**config.mk**
```make
export PLATFORM = sky130hd
export DESIGN_NAME = ram16x4_master
export DESIGN_NICKNAME = d
export VERILOG_FILES = /design/src/rtl/ram16x4_master.sv
export SDC_FILE = /design/constraint.sdc
export NUM_CORES = 1
export LEC_CHECK = 0
export ABC_AREA = 1
export BUFFER_PORTS_ARGS = -buffer_cell sky130_fd_sc_hd__buf_2
export CAP_MARGIN = 40
export CORE_ASPECT_RATIO = 2
export CORE_MARGIN = 2
export CORE_UTILIZATION = 30
export DETAILED_ROUTE_END_ITERATION = 10
export PLACE_DENSITY = 0.49
export SLEW_MARGIN = 0
export SYNTH_ARGS = -nofsm -noshare
export SYNTH_HDL_FRONTEND = slang
export SYNTH_SLANG_ARGS = --single-unit
```
**constraint.sdc**
```tcl
create_clock -name CLK -period 1.4 [get_ports CLK]
set_input_delay 0.28 -clock CLK [delete_from_list [all_inputs] [get_ports CLK]]
set_output_delay 0.28 -clock CLK [all_outputs]
set_load 0.01 [all_outputs]
```
**src/rtl/ram16x4_master.sv**
```systemverilog
// ram16x4_master: clocked initiator for one SN74189 16x4 RAM.
// Host side is a single-transaction req/busy/done handshake plus a bulk-clear
// command. RAM side sequences address/data setup, the active-low strobes and
// hold. The chip returns complemented data, so read data is inverted on capture.
module ram16x4_master #(
    parameter int unsigned WR_PULSE = 1,
    parameter int unsigned RD_WAIT  = 1
) (
    input  logic       CLK,
    input  logic       CLR,
    input  logic       req,
    input  logic       we,
    input  logic [3:0] addr,
    input  logic [3:0] wdata,
    input  logic       clr_req,
    output logic       busy,
    output logic       done,
    output logic [3:0] rdata,
    output logic [3:0] ram_a,
    output logic [3:0] ram_di,
    input  logic [3:0] ram_do,
    output logic       ram_s_bar,
    output logic       ram_w_bar
);

    typedef enum logic [2:0] {
        StIdle,
        StWSetup,
        StWPulse,
        StWHold,
        StRSetup,
        StRSample
    } state_e;

    // Cycle counters are loaded with length-1 and count down to zero.
    localparam logic [3:0] WrLoad = 4'(WR_PULSE - 1);
    localparam logic [3:0] RdLoad = 4'(RD_WAIT - 1);

    state_e     state_q, state_d;
    logic [3:0] wait_q;
    logic [3:0] clr_cnt_q;
    logic       clearing_q;
    logic       busy_d, done_d, s_bar_d, w_bar_d;
    logic       start_clr, start_req;

    // clr_req wins over req; neither is looked at outside IDLE.
    assign start_clr = (state_q == StIdle) && clr_req;
    assign start_req = (state_q == StIdle) && !clr_req && req;

    // State register
    always_ff @(posedge CLK) begin
        if (CLR) begin
            state_q <= StIdle;
        end else begin
            state_q <= state_d;
        end
    end

    // Next-state logic
    always_comb begin
        state_d = state_q;
        unique case (state_q)
            StIdle: begin
                if (start_clr) begin
                    state_d = StWSetup;
                end else if (start_req) begin
                    state_d = we ? StWSetup : StRSetup;
                end
            end
            StWSetup:  state_d = StWPulse;
            StWPulse:  if (wait_q == 4'd0) state_d = StWHold;
            StWHold: begin
                // During a clear, chain straight into the next address.
                if (clearing_q && (clr_cnt_q != 4'd15)) begin
                    state_d = StWSetup;
                end else begin
                    state_d = StIdle;
                end
            end
            StRSetup:  if (wait_q == 4'd0) state_d = StRSample;
            StRSample: state_d = StIdle;
            default:   state_d = StIdle;
        endcase
    end

    // Output next-values, decoded from the upcoming state so outputs are registered
    always_comb begin
        busy_d  = (state_d != StIdle);
        s_bar_d = !((state_d == StWPulse) || (state_d == StRSetup));
        w_bar_d = (state_d != StWPulse);
        done_d  = (state_q == StRSample) || ((state_q == StWHold) && (state_d == StIdle));
    end

    // Registered handshake/strobe outputs and the phase-length counter
    always_ff @(posedge CLK) begin
        if (CLR) begin
            busy      <= 1'b0;
            done      <= 1'b0;
            ram_s_bar <= 1'b1;
            ram_w_bar <= 1'b1;
            wait_q    <= 4'd0;
        end else begin
            busy      <= busy_d;
            done      <= done_d;
            ram_s_bar <= s_bar_d;
            ram_w_bar <= w_bar_d;
            if (state_q == StWSetup) begin
                wait_q <= WrLoad;
            end else if (state_q == StIdle) begin
                wait_q <= RdLoad;
            end else if (wait_q != 4'd0) begin
                wait_q <= wait_q - 4'd1;
            end
        end
    end

    // Datapath: address/data latching, clear sequencing and read capture
    always_ff @(posedge CLK) begin
        if (CLR) begin
            ram_a      <= 4'd0;
            ram_di     <= 4'd0;
            rdata      <= 4'd0;
            clr_cnt_q  <= 4'd0;
            clearing_q <= 1'b0;
        end else begin
            if (start_clr) begin
                clearing_q <= 1'b1;
                clr_cnt_q  <= 4'd0;
                ram_a      <= 4'd0;
                ram_di     <= 4'd0;
            end else if (start_req) begin
                clearing_q <= 1'b0;
                ram_a      <= addr;
                if (we) begin
                    ram_di <= wdata;
                end
            end else if ((state_q == StWHold) && clearing_q) begin
                // Counter wraps to 0 after 15; ram_a keeps 15 on the way back to IDLE.
                clr_cnt_q <= clr_cnt_q + 4'd1;
                if (clr_cnt_q == 4'd15) begin
                    clearing_q <= 1'b0;
                end else begin
                    ram_a <= clr_cnt_q + 4'd1;
                end
            end
            // RAM drives complemented data; store it in true polarity.
            if ((state_q == StRSetup) && (wait_q == 4'd0)) begin
                rdata <= ~ram_do;
            end
        end
    end

endmodule

```
==> results by group <==
Power and ir drop
  – Comb pwr share: 19.9%
  – Leakage Power: 0.000668 µW
  – Switch share: 29.2%
  – Part of the power in registers: 53.7%
  – VDD IR max: 0.553 mV
  – Switching Power: 479 µW
  – Clock network power share: 26.4%
  – Power Internal: 1160 µW
  – Total Power Consumption: 1640 µW
  – Power per Cell Area: 1090 mW/mm²

Synthesis
  – Simple-gate share of the synthesized area: 26.6%
  – Mean post-synth cell area: 8.18 µm²
  – Combinational family with the most area after synthesis: simple AND/OR/NAND/NOR gates
  – Warnings, synthesis: 0
  – Portion of netlist area occupied by mux cells: 0%
  – Adder-cell area share of the yosys netlist: 2.13%
  – Area share of xor/xnor cells in the synthesized design: 2.98%
  – Synth Area in Compound Gates: 16.4%
  – Net count of the mapped netlist: 163
  – Post-synthesis cell type count: 28
  – Register bit count reported by yosys: 28
  – Count of mapped cells out of synthesis: 144
  – Post-synthesis sequential area ratio: 47.6%
  – Post-synthesis instance area: 0.00118 mm²

Placed design
  – Placed standard-cell area: 0.00145 mm²
  – Total of buffers placed on input and output ports: 32
  – Final GP Congestion: 0.762
  – Estimated wirelength of the detail-placed design: 2280 µm

Worst setup path
  – Critical-path maximum fanout: 4
  – Critical path required time: 1.58 ns
  – Worst setup SP type: flop
  – Setup Crit Path Kind: flop to flop
  – Setup crit end kind: flop
  – Arrival time worst endpoint: 1.49 ns

Clock network
  – Clock-pin slew on the worst setup and hold paths: 0.09 ns
  – Max Root-Sink Buffers: 2
  – CTS Root Cell: sky130_fd_sc_hd__clkbuf_8
  – Resized cells post-CTS: 0
  – Count of hold-fix buffers inserted at cts: 0
  – Sink count of the clock tree: 28
  – Total clock buffers created by CTS: 3
  – H-tree lvl count: 1
  – Clock tree from TritonCTS: done
  – Insertion delay of the later-clocked pin in the worst-skew pair: 0.27 ns
  – Setup Buffers After CTS: 0

Timing
  – Sum of negative setup slack: 0 ns
  – Remaining max-slew budget at the tightest pin: 75.2%
  – Final Cycle Share: 93.5%
  – Slew of the pin with the lowest slew margin: 0.367 ns
  – Post-layout min period: 1.31 ns
  – Max-slew violations: 0
  – Maximum achievable frequency: 764 MHz
  – Worst clock skew: 0.00425 ns
  – Setup repair after global routing missed its margin: true
  – Count of endpoints failing setup in the final report: 0
  – Number of failing hold endpoints at the final stage: 0

Global routing
  – Number of antenna violations at the first check in global routing: 0
  – Via count of the first global-routing pass: 1,031
  – All-layer global routing usage: 13.6%
  – Overall overflow remaining after global route: 0
  – Wire length of the first global-routing pass: 4340 µm
  – Maximum number of pins on one net before global-route repair: 15

Route
  – DRC violations left: 0
  – Wire length per cell after detailed routing: 11.8 µm
  – Wire length after detailed routing: 2780 µm
  – Vias/cell: 4.65
  – Starting DRT DRC Count: 24
  – Number of optimization iterations in the first detailed-route pass: 4
  – Number of routed nets with antenna violations: 0
  – Count of vias placed by the detailed router: 1,097

Finish
  – Antenna fix cells: 0
  – Area delta synth->final: 27.9%
  – Final core utilization: 39.6%
  – Multi-input gate area in the final layout: 581 µm²
  – Sequential Area: 564 µm²
  – Total Nets Final: 206
  – Layout cell share with drive strength beyond 1: 36.2%
  – Post-route cell area: 0.00151 mm²
  – Fillers: 401

Floorplanning
  – Overall die height: 92.6 µm
  – Num ports: 33
  – Placeable Area: 0.00380 mm²
  – Rows: 32
  – Initial core utilization: 31.0%
  – Floorplan die width: 48.3 µm
  – Full die area: 0.00447 mm²

Worst hold path
  – Worst Hold Class: input pin to flop

Run
  – Maximum capacitance violations: 0

Status
  – Run status: finished clean
==> cell families after synthesis <==
family                     Yosys count
buffers and inverters               13
DFF                                 28
and+or+nand+nor                     63
adders and majority gates            2
AOI/OAI and AO/OA                   34
xor gates and xnor gates             4
==> final timing paths <==
path	startpoint	end	slack [ns]	cells past startpoint
setup / recovery	wait_q[0]$_SDFFE_PP0N_	busy$_SDFF_PP0_	0.09	10
setup reg to reg	wait_q[0]$_SDFFE_PP0N_	busy$_SDFF_PP0_	0.09	10
hold reg to reg	ram_di[3]$_SDFFE_PP0P_	ram_di[3]$_SDFFE_PP0P_	0.47	2
hold / removal	ram_do[0]	rdata[0]$_SDFFE_PP0P_	0.17	2
==> metrics by stage <==
step	std cells	hold slack, ns	setup WS, ns
6_report	236	0.170	0.0905
5_1_grt	236	0.162	-0.00727
4_1_cts	236	0.162	0.00957
3_5_place_dp	233	0.457	0.0272
3_3_place_gp	233	0.454	0.0852
2_1_floorplan	144	0.349	0.0976
==> sequential cells by signal, summed over array words and instances, names as in the netlist <==
| register | count |
|---|---|
| state_q | 3 |
| wait_q | 4 |
| ram_di | 4 |
| ram_w_bar | 1 |
| ram_a | 4 |
| busy | 1 |
| ram_s_bar | 1 |
| rdata | 4 |
| clr_cnt_q | 4 |
| clearing_q | 1 |
| done | 1 |
==> cell type report <==
type	instances	area share, %
repair buffers	38	13.6
well taps	51	4.24
clock buffers	3	2.74
inverters	13	3.41
multi-input cells	103	38.5
flip-flops and latches	28	37.5
==> worst max-delay path, cell delays in order, from the launching register on <==
cell                      delay, ns
sky130_fd_sc_hd__dfxtp_2       0.35
sky130_fd_sc_hd__inv_1         0.05
sky130_fd_sc_hd__ha_1          0.21
sky130_fd_sc_hd__nand2_2       0.11
sky130_fd_sc_hd__nor2_1        0.05
sky130_fd_sc_hd__nand2_1       0.07
sky130_fd_sc_hd__nand2_2       0.06
sky130_fd_sc_hd__nor2_4        0.12
sky130_fd_sc_hd__nand3_2       0.09
sky130_fd_sc_hd__nand2_1       0.07
sky130_fd_sc_hd__inv_1         0.03
==> synth_stat cells (all sizes together) <==
cell / count / area [µm²]
ha: 2 / 25.0
nand2: 33 / 139
xnor2: 1 / 8.76
nand3: 12 / 70.1
nand3b: 1 / 7.51
a21boi: 1 / 7.51
a31oi: 3 / 18.8
o21a: 1 / 7.51
dfxtp: 28 / 561
xor2: 3 / 26.3
or2: 2 / 12.5
o311ai: 1 / 8.76
o211ai: 1 / 7.51
inv: 13 / 51.3
a21oi: 19 / 103
nor3: 1 / 5.00
nand4: 1 / 12.5
o21ai: 8 / 40.0
nor2: 13 / 66.3
==> power groups by stage <==
| stage | registers [µW] | logic [µW] | clock network [µW] |
|---|---|---|---|
| floorplan | 914 | 197 | 0 |
| global placement | 900 | 329 | 0 |
| detailed placement | 901 | 331 | 0 |
| CTS | 883 | 332 | 454 |
| global route | 889 | 365 | 486 |
| finish | 882 | 327 | 433 |
==> per-layer routing <==
layer / routed length [µm] / vias to the layer above / GRT usage [%]
met5: 0 / - / 0
met4: 60 / 0 / 7.21
met3: 134 / 7 / 1.95
met2: 1590 / 31 / 24.6
met1: 997 / 494 / 13.3
li1: - / 565 / -
==> layout by cell type, fill, tap and decap left out, types with 6 or more instances in the layout <==
master                     n
sky130_fd_sc_hd__buf_2    32
sky130_fd_sc_hd__inv_1     9
sky130_fd_sc_hd__o21ai_0   6
sky130_fd_sc_hd__a21oi_1  17
sky130_fd_sc_hd__dfxtp_1  25
sky130_fd_sc_hd__buf_4     6
sky130_fd_sc_hd__nand3_1   9
sky130_fd_sc_hd__nand2_1  26
sky130_fd_sc_hd__nor2_1    8
sky130_fd_sc_hd__nand2_2   7
No activity file was read; power rests on OpenSTA's default activity.
